<file path="src/rtl/sll_seq_if.sv">
// Request/result bundle for the iterative left shifter.
// The master issues start/A/shiftAmount; the slave returns the result and status.
interface sll_seq_if #(
    parameter int WIDTH = 16
);
    localparam int CntW = $clog2(WIDTH);

    logic             start;
    logic [WIDTH-1:0] A;
    logic [CntW-1:0]  shiftAmount;
    logic [WIDTH-1:0] out;
    logic             carry;
    logic             overflow;
    logic             busy;
    logic             done;

    modport master (
        output start,
        output A,
        output shiftAmount,
        input  out,
        input  carry,
        input  overflow,
        input  busy,
        input  done
    );

    modport slave (
        input  start,
        input  A,
        input  shiftAmount,
        output out,
        output carry,
        output overflow,
        output busy,
        output done
    );
endinterface

</file>
<file path="src/rtl/sll_seq.sv">
// Iterative left shifter: one bit per clock, zero fill,
// with carry-out, sticky sign-change overflow and a done pulse.
module sll_seq #(
    parameter int WIDTH = 16
) (
    input logic       clk,
    input logic       rst_n,
    sll_seq_if.slave  bus
);
    localparam int CntW = $clog2(WIDTH);

    typedef enum logic [1:0] {
        Idle  = 2'd0,
        Shift = 2'd1,
        Done  = 2'd2
    } state_t;

    state_t           state;
    logic [WIDTH-1:0] outReg;
    logic [CntW-1:0]  cnt;
    logic             carryReg;
    logic             ovfReg;
    logic             busyReg;
    logic             doneReg;

    logic             msb;
    logic             nextMsb;

    assign msb     = outReg[WIDTH-1];
    assign nextMsb = outReg[WIDTH-2];

    always_ff @(posedge clk or negedge rst_n) begin
        if (!rst_n) begin
            state    <= Idle;
            outReg   <= '0;
            cnt      <= '0;
            carryReg <= 1'b0;
            ovfReg   <= 1'b0;
            busyReg  <= 1'b0;
            doneReg  <= 1'b0;
        end else begin
            unique case (state)
                Idle: begin
                    if (bus.start) begin
                        outReg   <= bus.A;
                        cnt      <= bus.shiftAmount;
                        carryReg <= 1'b0;
                        ovfReg   <= 1'b0;
                        busyReg  <= 1'b1;
                        if (bus.shiftAmount == '0) begin
                            state   <= Done;
                            doneReg <= 1'b1;
                        end else begin
                            state   <= Shift;
                        end
                    end
                end
                Shift: begin
                    // Overflow whenever a shift would flip the sign bit.
                    outReg   <= {outReg[WIDTH-2:0], 1'b0};
                    carryReg <= msb;
                    ovfReg   <= ovfReg | (msb ^ nextMsb);
                    cnt      <= cnt - CntW'(1);
                    if (cnt == CntW'(1)) begin
                        state   <= Done;
                        doneReg <= 1'b1;
                    end
                end
                Done: begin
                    state   <= Idle;
                    doneReg <= 1'b0;
                    busyReg <= 1'b0;
                end
                default: begin
                    state   <= Idle;
                    doneReg <= 1'b0;
                    busyReg <= 1'b0;
                end
            endcase
        end
    end

    assign bus.out      = outReg;
    assign bus.carry    = carryReg;
    assign bus.overflow = ovfReg;
    assign bus.busy     = busyReg;
    assign bus.done     = doneReg;
endmodule
</file>
<file path="src/flat_wrapper.sv">
// flat-port wrapper written by rule: the top's interface ports become plain ports
module sll_seq_flat 
#(
    parameter int WIDTH = 16
)
  (clk, rst_n, bus_start, bus_A, bus_shiftAmount, bus_out, bus_carry, bus_overflow, bus_busy, bus_done);
  sll_seq_if #(.WIDTH(WIDTH)) bus_i ();
  input logic clk;
  input logic rst_n;
  input wire logic [$bits(bus_i.start)-1:0] bus_start;
  input wire logic [$bits(bus_i.A)-1:0] bus_A;
  input wire logic [$bits(bus_i.shiftAmount)-1:0] bus_shiftAmount;
  output wire logic [$bits(bus_i.out)-1:0] bus_out;
  output wire logic [$bits(bus_i.carry)-1:0] bus_carry;
  output wire logic [$bits(bus_i.overflow)-1:0] bus_overflow;
  output wire logic [$bits(bus_i.busy)-1:0] bus_busy;
  output wire logic [$bits(bus_i.done)-1:0] bus_done;
  assign bus_i.start = bus_start;
  assign bus_i.A = bus_A;
  assign bus_i.shiftAmount = bus_shiftAmount;
  assign bus_out = bus_i.out;
  assign bus_carry = bus_i.carry;
  assign bus_overflow = bus_i.overflow;
  assign bus_busy = bus_i.busy;
  assign bus_done = bus_i.done;
  sll_seq #(.WIDTH(WIDTH)) u_core (.clk(clk), .rst_n(rst_n), .bus(bus_i));
endmodule
</file>
<file path="config.mk">
export PLATFORM = sky130hd
export DESIGN_NAME = sll_seq_flat
export DESIGN_NICKNAME = d
export VERILOG_FILES = /design/src/rtl/sll_seq_if.sv /design/src/rtl/sll_seq.sv /design/src/flat_wrapper.sv
export SDC_FILE = /design/constraint.sdc
export NUM_CORES = 1
export LEC_CHECK = 0
export BUFFER_PORTS_ARGS = -buffer_cell sky130_fd_sc_hd__buf_2
export CAP_MARGIN = 20
export CORE_MARGIN = 4
export CORE_UTILIZATION = 47
export DETAILED_ROUTE_END_ITERATION = 8
export GPL_TIMING_DRIVEN = 0
export PLACE_DENSITY = 0.83
export SLEW_MARGIN = 20
export SYNTH_ARGS = -nofsm -noshare
export SYNTH_HDL_FRONTEND = slang
export SYNTH_SLANG_ARGS = --single-unit
</file>
<file path="constraint.sdc">
create_clock -name clk -period 2.18 [get_ports clk]
set_input_delay 0.436 -clock clk [delete_from_list [all_inputs] [get_ports clk]]
set_output_delay 0.436 -clock clk [all_outputs]
set_load 0.005 [all_outputs]
</file>
* Word level (Yosys, flattened, before mapping) *
Cells that the tools add are included.

word-level totals
  word-level logic and storage cells = 40
  flip-flop bits (word level) = 26
  input port bits = 23
  output and inout bits = 20

operators by class
  eq/ne operators = 5
  bitwise gates (word level) = 3
  multiplexer cells = 17
  add/subtract/negate cells = 1
  reduce and logical (&&, ||, !) cells = 7

operators with widths
  operator                                             number
  one-hot mux 16 bit (2 select lines)                  1
  two-way mux 16 bit                                   1
  one-hot mux 1 bit (2 select lines)                   4
  one-hot mux 4 bit (2 select lines)                   1
  two-way mux 2 bit                                    3
  AND reduction 2 bit                                  3
  two-way mux 1 bit                                    5
  equality test 4 x 1 -> 1 bit, second input constant  1
  zero test 4 bit                                      1
  two-way mux 4 bit                                    1
  != test 2 x 1 -> 1 bit, second input constant        2
  one-hot mux 2 bit (2 select lines)                   1
  subtractor 4 x 1 -> 4 bit, second input constant     1
  AND reduction 3 bit                                  1
  equality test 2 x 1 -> 1 bit, second input constant  1
  zero test 2 bit                                      1
  != test 2 bit, second input constant                 1
  nonzero test 2 bit                                   1
  inverter 1 bit                                       1
  OR 1 bit                                             1
  XOR 1 bit                                            1

* Longest topological paths before layout *
Gate-level depths: netlist of the first run.

  depth after elaboration = 4
  depth in mapped cells = 6
  depth with buffers taken out = 5

* Worst setup path before layout of the first run *
OpenSTA, ideal clock, no wires.

  path kind = reg-to-reg
  start = reg u_core.state[1]
  end = reg u_core.cnt[3]
  setup time = 0.121 ns
  arrival time = 1.201 ns
  data required time = 2.059 ns
  path slack = 0.858 ns
  stages on the path, launching flop included = 6
  cell sequence = dfrtp_1 -> buf_6 -> nand2b_4 -> buf_6 -> o32a_1 -> o22a_1

on the way
  cells in the longest elaborated chain, start to end = 3
  elaborated cells between the ends (all ways) = 6
  those cells by class = 2 x eq/ne; 1 x mux; 3 x reduce/logical

ends and longest elaborated chain
  what                                                             RTL line       source
  start, declared                                                  sll_seq.sv:18  state_t state;
  start signal, assigned                                           sll_seq.sv:34  state <= Idle;
  start signal, assigned                                           sll_seq.sv:51  state <= Done;
  start signal, assigned                                           sll_seq.sv:54  state <= Shift;
  equality test 2 x 1 -> 1 bit or zero test 2 bit (tied branches)  sll_seq.sv:42  unique case (state)
  nonzero test 2 bit (no line) or != test 2 bit (tied branches)    -
  AND reduction 2 bit (no line)                                    -
  end signal, assigned                                             sll_seq.sv:46  cnt <= bus.shiftAmount;
  end signal, assigned                                             sll_seq.sv:63  cnt <= cnt - CntW'(1);
  end, declared                                                    sll_seq.sv:20  logic [CntW-1:0] cnt;

Parallel ways exist; a longest one is shown, timed or not.
A chain may end at the register's enable or synchronous reset.

* Worst setup path after layout of the first run *
  start = reg u_core.state[1]
  end = reg u_core.outReg[1], in the netlist u_core.bus.out[1]

on the way
  cells in the longest elaborated chain, start to end = 3
  elaborated cells between the ends (all ways) = 6
  those cells by class = 2 x eq/ne; 1 x mux; 3 x reduce/logical

ends and longest elaborated chain
  what                                                             RTL line       source
  equality test 2 x 1 -> 1 bit or zero test 2 bit (tied branches)  sll_seq.sv:42
  nonzero test 2 bit (no line) or != test 2 bit (tied branches)    -
  AND reduction 2 bit (no line)                                    -
  end signal, assigned                                             sll_seq.sv:45  outReg <= bus.A;
  end signal, assigned                                             sll_seq.sv:60  outReg <= {outReg[WIDTH-2:0], 1'b0};
  end, declared                                                    sll_seq.sv:19  logic [WIDTH-1:0] outReg;

Parallel ways exist; a longest one is shown, timed or not.

==> results of run 1 <==
==> per-layer routing <==
layer / vias up / GRT usage / part of all wire
met5: - / 0 / 0
met4: 0 / 0.0759 / 0.010
met3: 5 / 0.0259 / 0.051
met2: 32 / 0.313 / 0.53
met1: 525 / 0.238 / 0.41
li1: 523 / - / -
==> cells by family after synthesis <==
| logic type | count (synthesis) | synth area share |
|---|---|---|
| xor gates and xnor gates | 1 | 0.00682 |
| DFF | 26 | 0.506 |
| buffers and inverters | 16 | 0.0750 |
| and+or+nand+nor | 31 | 0.114 |
| muxes | 16 | 0.125 |
| AOI/OAI and AO/OA | 33 | 0.154 |
| adders and majority gates | 2 | 0.0195 |
==> path summary, 6_finish.rpt <==
| kind | startpoint | endpoint | slack (ps) | cells after the start |
|---|---|---|---|---|
| worst min-delay path | rst_n | u_core.bus.done | 80 | 1 |
| worst max-delay path | u_core.state[1] | u_core.bus.out[1] | 730 | 6 |
| worst max register to register | u_core.state[1] | u_core.bus.out[1] | 730 | 6 |
| worst min register to register | u_core.bus.out[8] | u_core.bus.out[8] | 520 | 2 |
| max in group asynchronous | rst_n | u_core.cnt[0] | 1730 | 1 |
| min in group clk | bus_A[0] | u_core.bus.out[0] | 340 | 3 |
==> where the power goes <==
group,leakage [nW],internal [W],switching [W]
clock network,0.0279,0.000186,0.000148
registers,0.316,0.000719,0.000188
logic,0.464,0.000586,0.000625
==> layout make-up <==
class	instances	area, um^2
plain buffers	9	70.1
clock buffers	3	22.5
clock inverters	1	30.0
fillers	210	960
inverters	7	26.3
multi-input cells	83	538
flip-flops and latches	26	651
well taps	30	37.5
repair buffers	42	210
==> registers in the layout, summed over array words and instances, names as in the netlist <==
signal and count:
u_core.bus.busy 1, u_core.bus.carry 1, u_core.bus.done 1, u_core.bus.out 16, u_core.bus.overflow 1, u_core.cnt 4, u_core.state 2
==> cells in the mapped netlist, types with 2 or more instances <==
cell type / n / area (um^2)
sky130_fd_sc_hd__dfrtp_1: 26 / 651
sky130_fd_sc_hd__ha_1: 2 / 25.0
sky130_fd_sc_hd__nor3b_1: 2 / 15.0
sky130_fd_sc_hd__nor2_1: 5 / 18.8
sky130_fd_sc_hd__o22a_1: 2 / 17.5
sky130_fd_sc_hd__o21ai_1: 8 / 40.0
sky130_fd_sc_hd__inv_1: 7 / 26.3
sky130_fd_sc_hd__buf_2: 2 / 10.0
sky130_fd_sc_hd__a21oi_1: 7 / 35.0
sky130_fd_sc_hd__clkbuf_1: 2 / 7.51
sky130_fd_sc_hd__buf_6: 4 / 45.0
sky130_fd_sc_hd__mux2i_1: 16 / 160
sky130_fd_sc_hd__nand2_1: 18 / 67.6
sky130_fd_sc_hd__o21ai_0: 9 / 45.0
==> stage by stage <==
stage          cells  hold slack (ps)
3_3_place_gp     197              456
5_1_grt          201              106
6_report         201             75.3
2_1_floorplan    125              140
4_1_cts          201             94.6
3_5_place_dp     197              465
==> placed cells by master (no fill, tap or decap), drive strengths merged, types with 5 or more instances in the layout <==
cell | netlist | routed
clkbuf | 2 | 5
mux2i | 16 | 16
nor2 | 5 | 5
inv | 7 | 7
buf | 7 | 49
dfrtp | 26 | 26
nand2 | 18 | 18
o21ai | 17 | 17
a21oi | 7 | 7
==> critical path, stage by stage (launching register included) <==
cell                      delay, ps
sky130_fd_sc_hd__dfrtp_1        400
sky130_fd_sc_hd__buf_6          140
sky130_fd_sc_hd__and2b_1        190
sky130_fd_sc_hd__buf_6          130
sky130_fd_sc_hd__buf_6          170
sky130_fd_sc_hd__mux2i_1        220
sky130_fd_sc_hd__o21ai_1         80
==> impl_metrics.xml, run 1 <==
<?xml version="1.0" encoding="UTF-8"?>
<metrics>
  <group name="die">
    <metric name="core_area" unit="mm^2">0.00254</metric>
    <metric name="boundaryPins" unit="">43</metric>
    <metric name="initial_utilization" unit="">0.505</metric>
    <metric name="design.die.area" unit="mm^2">0.00363</metric>
    <metric name="chipWidth" unit="um">60.3</metric>
    <metric name="rows" unit="">18</metric>
    <metric name="die_h" unit="um">60.3</metric>
  </group>
  <group name="clock_tree">
    <metric name="ctsRootBufferMaster" unit="">sky130_fd_sc_hd__clkbuf_4</metric>
    <metric name="post_cts_clock_slew_at_the_launch_and_capture_registers_of_the_worst_setup_and_hold_paths" unit="ps">140</metric>
    <metric name="tritoncts_buffer_count" unit="">3</metric>
    <metric name="hold_bufs_at_cts" unit="">0</metric>
    <metric name="post_cts_resized" unit="">0</metric>
    <metric name="postCtsSetupBuffers" unit="">0</metric>
    <metric name="ctsHtreeMaxLevel" unit="">1</metric>
    <metric name="cts_tree" unit="">yes</metric>
    <metric name="clk-insertion-delay-late" unit="ps">330</metric>
    <metric name="clockBufferDepth" unit="">2</metric>
    <metric name="tritoncts_num_sinks" unit="">26</metric>
  </group>
  <group name="logic_synthesis">
    <metric name="synth-main-ff-cell" unit="">sky130_fd_sc_hd__dfrtp_1</metric>
    <metric name="syn_area" unit="mm^2">0.00128</metric>
    <metric name="synth_seq_area_share" unit="">0.506</metric>
    <metric name="synthesis.yosys.warnings" unit="">0</metric>
    <metric name="synth_seq_cells" unit="">26</metric>
    <metric name="yosys.cell_types.count" unit="">29</metric>
    <metric name="synth_cells" unit="">125</metric>
    <metric name="postSynthNetCount" unit="">150</metric>
    <metric name="syn-mean-instance-area" unit="um^2">10.3</metric>
    <metric name="synth-edff-count" unit="">0</metric>
    <metric name="ys_async_sr_fraction" unit="">1.00</metric>
  </group>
  <group name="setup_path">
    <metric name="crit_type" unit="">reg -&gt; reg</metric>
    <metric name="worstPathRequired" unit="ps">2400</metric>
    <metric name="element_type_at_the_critical_path_end" unit="">flip-flop</metric>
    <metric name="worst-path-max-fanout" unit="">10</metric>
    <metric name="startpoint_type" unit="">flip-flop</metric>
    <metric name="cp_data_arrival_time" unit="ps">1670</metric>
  </group>
  <group name="timing">
    <metric name="timing.fmax" unit="GHz">0.689</metric>
    <metric name="final-max-slew-violation-count" unit="">0</metric>
    <metric name="finClkSkew" unit="ps">1.71</metric>
    <metric name="final_min_period_over_clock_period" unit="">0.666</metric>
    <metric name="setup-violations-final" unit="">0</metric>
    <metric name="max_slew_margin" unit="">0.621</metric>
    <metric name="timing.setup.tns" unit="ps">0</metric>
    <metric name="worst-slew-pin-transition" unit="ps">568</metric>
    <metric name="final.min_clock_period" unit="ps">1450</metric>
    <metric name="rsz0062_at_grt" unit="">false</metric>
    <metric name="timing_hold_violations_final" unit="">0</metric>
    <metric name="setup_slack" unit="ps">728</metric>
  </group>
  <group name="place">
    <metric name="globalplace.congestion" unit="">0.894</metric>
    <metric name="place_hpwl" unit="um">2200</metric>
    <metric name="worst_setup_slack_before_clock_tree_synthesis" unit="ps">563</metric>
    <metric name="port_buffers" unit="">42</metric>
    <metric name="postPlaceCellArea" unit="mm^2">0.00153</metric>
  </group>
  <group name="grt">
    <metric name="first_pass_grt_wire_length" unit="um">5030</metric>
    <metric name="grt_pass1_vias" unit="">1099</metric>
    <metric name="grt_overflow_total" unit="">0</metric>
    <metric name="maximum_number_of_pins_on_one_net_before_global_route_repair" unit="">27</metric>
    <metric name="grt_antenna_before_repair" unit="">0</metric>
    <metric name="global_route.usage.total" unit="">0.186</metric>
  </group>
  <group name="routing">
    <metric name="drc" unit="">0</metric>
    <metric name="routedWlPerCell" unit="um">14.9</metric>
    <metric name="drt_first_pass_iters" unit="">4</metric>
    <metric name="dr.first_iter.drc_count" unit="">31</metric>
    <metric name="vias_per_instance" unit="">5.40</metric>
    <metric name="drt_wl_total" unit="um">2990</metric>
    <metric name="ant_nets" unit="">0</metric>
    <metric name="vias" unit="">1085</metric>
  </group>
  <group name="final_layout">
    <metric name="antenna_cells_inserted" unit="">0</metric>
    <metric name="postLayoutCoreUtil" unit="">0.623</metric>
    <metric name="final_layout_size_suffix_gt1_frac" unit="">0.322</metric>
    <metric name="flow.area_growth_from_synthesis" unit="%">23.4</metric>
    <metric name="final_nets" unit="">197</metric>
    <metric name="stdcell_area" unit="mm^2">0.00159</metric>
  </group>
  <group name="run">
    <metric name="drv_cap" unit="">0</metric>
  </group>
  <group name="power">
    <metric name="power.total" unit="W">0.00245</metric>
    <metric name="peakVddDrop" unit="mV">0.870</metric>
    <metric name="power_density" unit="mW/mm^2">1550</metric>
    <metric name="power.leakage" unit="nW">0.808</metric>
  </group>
  <group name="min_path">
    <metric name="hold_class" unit="">in -&gt; async</metric>
  </group>
  <group name="run_status">
    <metric name="outcome" unit="">complete, no violations</metric>
  </group>
</metrics>
Power figures use the tool's default switching activity.
==> run 2, diff against run 1 <==
==> constraint.sdc (replaced) <==
create_clock -name clk -period 1.4 [get_ports clk]
set_input_delay 0.28 -clock clk [delete_from_list [all_inputs] [get_ports clk]]
set_output_delay 0.28 -clock clk [all_outputs]
set_load 0.005 [all_outputs]
==> run 2 against run 1 <==
- die area stayed put
- non-clock buffer count is 7 higher
- utilization grew 4.1 points
- via count is 6.0% higher
- flip-flop and latch count stayed put
- cell area increased by 6.6%
- largest cell class unchanged
- critical path type unchanged
- clock power rose by 58%
- critical path depth is 3 lower
- first-iteration DRC count increased by 90%
- worst hold slack gained 110 ps
- wire length grew 8.6%
- combinational power rose by 82%
==> impl_metrics.xml, run 2 (synthesis gave the netlist of run 1 again) <==
<?xml version="1.0" encoding="UTF-8"?>
<metrics>
  <group name="grt">
    <metric name="grt_util_met3" unit="">0.0259</metric>
    <metric name="grt_pass1_vias" unit="">1132</metric>
    <metric name="gr-max-usage-layer" unit="">met2</metric>
    <metric name="first_pass_grt_wire_length" unit="um">5270</metric>
    <metric name="global_route.usage.total" unit="">0.194</metric>
    <metric name="global_route.usage.met2" unit="">0.329</metric>
    <metric name="maximum_number_of_pins_on_one_net_before_global_route_repair" unit="">27</metric>
    <metric name="grt_overflow_total" unit="">0</metric>
    <metric name="grt_antenna_before_repair" unit="">0</metric>
    <metric name="routing_usage_on_met1" unit="">0.251</metric>
  </group>
  <group name="final_layout">
    <metric name="antenna_cells_inserted" unit="">0</metric>
    <metric name="final_layout_size_suffix_gt1_frac" unit="">0.376</metric>
    <metric name="max_ffs_per_register" unit="">16</metric>
    <metric name="final_cell_mix" unit="">43 x sky130_fd_sc_hd__buf_2, 25 x sky130_fd_sc_hd__dfrtp_1, 18 x sky130_fd_sc_hd__nand2_1</metric>
    <metric name="postLayoutCoreUtil" unit="">0.664</metric>
    <metric name="final_cell_count_no_fill" unit="">208</metric>
    <metric name="final_nets" unit="">204</metric>
    <metric name="final_common_cell" unit="">sky130_fd_sc_hd__buf_2</metric>
    <metric name="flow.area_growth_from_synthesis" unit="%">31.5</metric>
  </group>
  <group name="power">
    <metric name="p_sw_frac" unit="">0.383</metric>
    <metric name="internal_power" unit="W">0.00257</metric>
    <metric name="peakVddDrop" unit="mV">1.36</metric>
    <metric name="pwr-share-seq" unit="">0.344</metric>
    <metric name="power_frac_clock" unit="">0.127</metric>
    <metric name="p_comb_frac" unit="">0.529</metric>
    <metric name="netSwitchingPower" unit="W">0.00160</metric>
    <metric name="power.leakage" unit="nW">0.866</metric>
    <metric name="power_density" unit="mW/mm^2">2460</metric>
  </group>
  <group name="run">
    <metric name="drv_cap" unit="">0</metric>
  </group>
  <group name="timing">
    <metric name="max_slew_margin" unit="">0.615</metric>
    <metric name="rsz0062_at_grt" unit="">true</metric>
    <metric name="timing_hold_violations_final" unit="">0</metric>
    <metric name="finClkSkew" unit="ps">11.7</metric>
    <metric name="final.min_clock_period" unit="ps">1360</metric>
    <metric name="timing.setup.tns" unit="ps">0</metric>
    <metric name="hold_ws" unit="ps">189</metric>
    <metric name="worst-slew-pin-transition" unit="ps">577</metric>
    <metric name="setup-violations-final" unit="">0</metric>
    <metric name="final_min_period_over_clock_period" unit="">0.975</metric>
    <metric name="timing.fmax" unit="GHz">0.733</metric>
    <metric name="final-max-slew-violation-count" unit="">0</metric>
  </group>
  <group name="clock_tree">
    <metric name="clockBufferDepth" unit="">2</metric>
    <metric name="post_cts_clock_slew_at_the_launch_and_capture_registers_of_the_worst_setup_and_hold_paths" unit="ps">150</metric>
    <metric name="clk-insertion-delay-late" unit="ps">340</metric>
    <metric name="tritoncts_buffer_count" unit="">3</metric>
    <metric name="tritoncts_num_sinks" unit="">26</metric>
    <metric name="ctsHtreeMaxLevel" unit="">1</metric>
    <metric name="ctsRootBufferMaster" unit="">sky130_fd_sc_hd__clkbuf_4</metric>
    <metric name="cts_tree" unit="">yes</metric>
  </group>
  <group name="setup_path">
    <metric name="element_type_at_the_critical_path_end" unit="">flip-flop</metric>
    <metric name="reg2reg_from" unit="">u_core.cnt[2]</metric>
    <metric name="startpoint_type" unit="">flip-flop</metric>
    <metric name="worstPathRequired" unit="ps">1650</metric>
    <metric name="crit-reg2reg-capture" unit="">u_core.cnt[3]</metric>
    <metric name="crit_type" unit="">reg -&gt; reg</metric>
    <metric name="r2r_slack" unit="ps">40</metric>
    <metric name="worst-path-max-fanout" unit="">2</metric>
    <metric name="reg2regPathDepth" unit="">3</metric>
    <metric name="cp_data_arrival_time" unit="ps">1610</metric>
  </group>
  <group name="routing">
    <metric name="drc" unit="">0</metric>
    <metric name="dr.first_iter.drc_count" unit="">59</metric>
    <metric name="drt_first_pass_iters" unit="">4</metric>
    <metric name="vias" unit="">1150</metric>
    <metric name="ant_nets" unit="">0</metric>
    <metric name="routedWlPerCell" unit="um">15.6</metric>
    <metric name="drt_wl_total" unit="um">3240</metric>
    <metric name="vias_per_instance" unit="">5.53</metric>
  </group>
  <group name="die">
    <metric name="core_area" unit="mm^2">0.00254</metric>
    <metric name="initial_utilization" unit="">0.505</metric>
    <metric name="rows" unit="">18</metric>
    <metric name="boundaryPins" unit="">43</metric>
    <metric name="die_h" unit="um">60.3</metric>
    <metric name="design.die.area" unit="mm^2">0.00363</metric>
    <metric name="chipWidth" unit="um">60.3</metric>
  </group>
  <group name="place">
    <metric name="place_hpwl" unit="um">2200</metric>
    <metric name="globalplace.congestion" unit="">0.894</metric>
    <metric name="placed_cells" unit="">197</metric>
    <metric name="port_buffers" unit="">42</metric>
  </group>
  <group name="run_status">
    <metric name="outcome" unit="">complete, no violations</metric>
  </group>
  <group name="min_path">
    <metric name="end_point_of_the_most_critical_hold_path" unit="">u_core.bus.out[0]</metric>
    <metric name="hold_path.startpoint" unit="">bus_A[0]</metric>
    <metric name="hold-path-cell-count" unit="">3</metric>
    <metric name="hold_class" unit="">in -&gt; reg</metric>
  </group>
</metrics>
-- run 2: cell count changes in the layout (fill, tap and decap cells not counted), sizes merged --
cell         before  now
dlygate4sd3       0    1
buf              49   54
clkbuf            5    6
-- run 2: critical path, cell delays in order (launching register included) --
cell,delay [ps]
sky130_fd_sc_hd__dfrtp_1,430
sky130_fd_sc_hd__or3_4,400
sky130_fd_sc_hd__o32a_1,300
sky130_fd_sc_hd__o22a_1,160
-- run 2: layer usage --
layer	vias up	share of wire
li1	536	-
met1	566	0.41
met2	39	0.51
met3	9	0.051
met4	0	0.024
met5	-	0
-- run 2: layout make-up --
type                    count  area, um^2
flip-flops and latches     26         652
fillers                   201         855
well taps                  30        37.5
clock inverters             1        30.0
inverters                   7        26.3
repair buffers             50         294
plain buffers               8        76.3
clock buffers               3        22.5
multi-input cells          83         552
-- run 2: through the flow --
stage / instance area [um^2] / worst slack (ps) / total power [W]
6_report: 1690 / 35.7 / 0.00416
2_1_floorplan: 1280 / 77.6 / 0.00266
3_3_place_gp: 1530 / 7.46 / 0.00320
4_1_cts: 1650 / 6.00 / 0.00400
3_5_place_dp: 1530 / -61.3 / 0.00331
5_1_grt: 1690 / -15.7 / 0.00447
-- run 2: how the worst max path moves through the flow --
| stage | startpoint | cells after the start | endpoint |
|---|---|---|---|
| after floorplan | u_core.state[1] | 5 | u_core.cnt[3] |
| after global placement | u_core.state[1] | 6 | u_core.bus.out[13] |
| after detailed placement | bus_start | 4 | u_core.bus.out[10] |
| after CTS | u_core.cnt[2] | 3 | u_core.cnt[3] |
| after global routing | u_core.cnt[2] | 3 | u_core.cnt[3] |
| final | u_core.cnt[2] | 3 | u_core.cnt[3] |
-- run 2: power by group through the flow --
stage | Combinational, W | Sequential (W) | Clock [W]
after global routing | 0.00242 | 0.00148 | 0.000567
after detailed placement | 0.00189 | 0.00142 | 0
after CTS | 0.00207 | 0.00140 | 0.000526
after floorplan | 0.00126 | 0.00140 | 0
after global placement | 0.00181 | 0.00139 | 0
final | 0.00220 | 0.00143 | 0.000529
-- run 2: repair_timing --
item | CTS | global route
hold buffers | 1 | 0
hold endpoints to repair | 26 | 0
resized for setup | 5 | 10
pin swaps | 0 | 3
cloned | 0 | 1
setup endpoints to repair | 15 | 15
setup buffers | 5 | 1
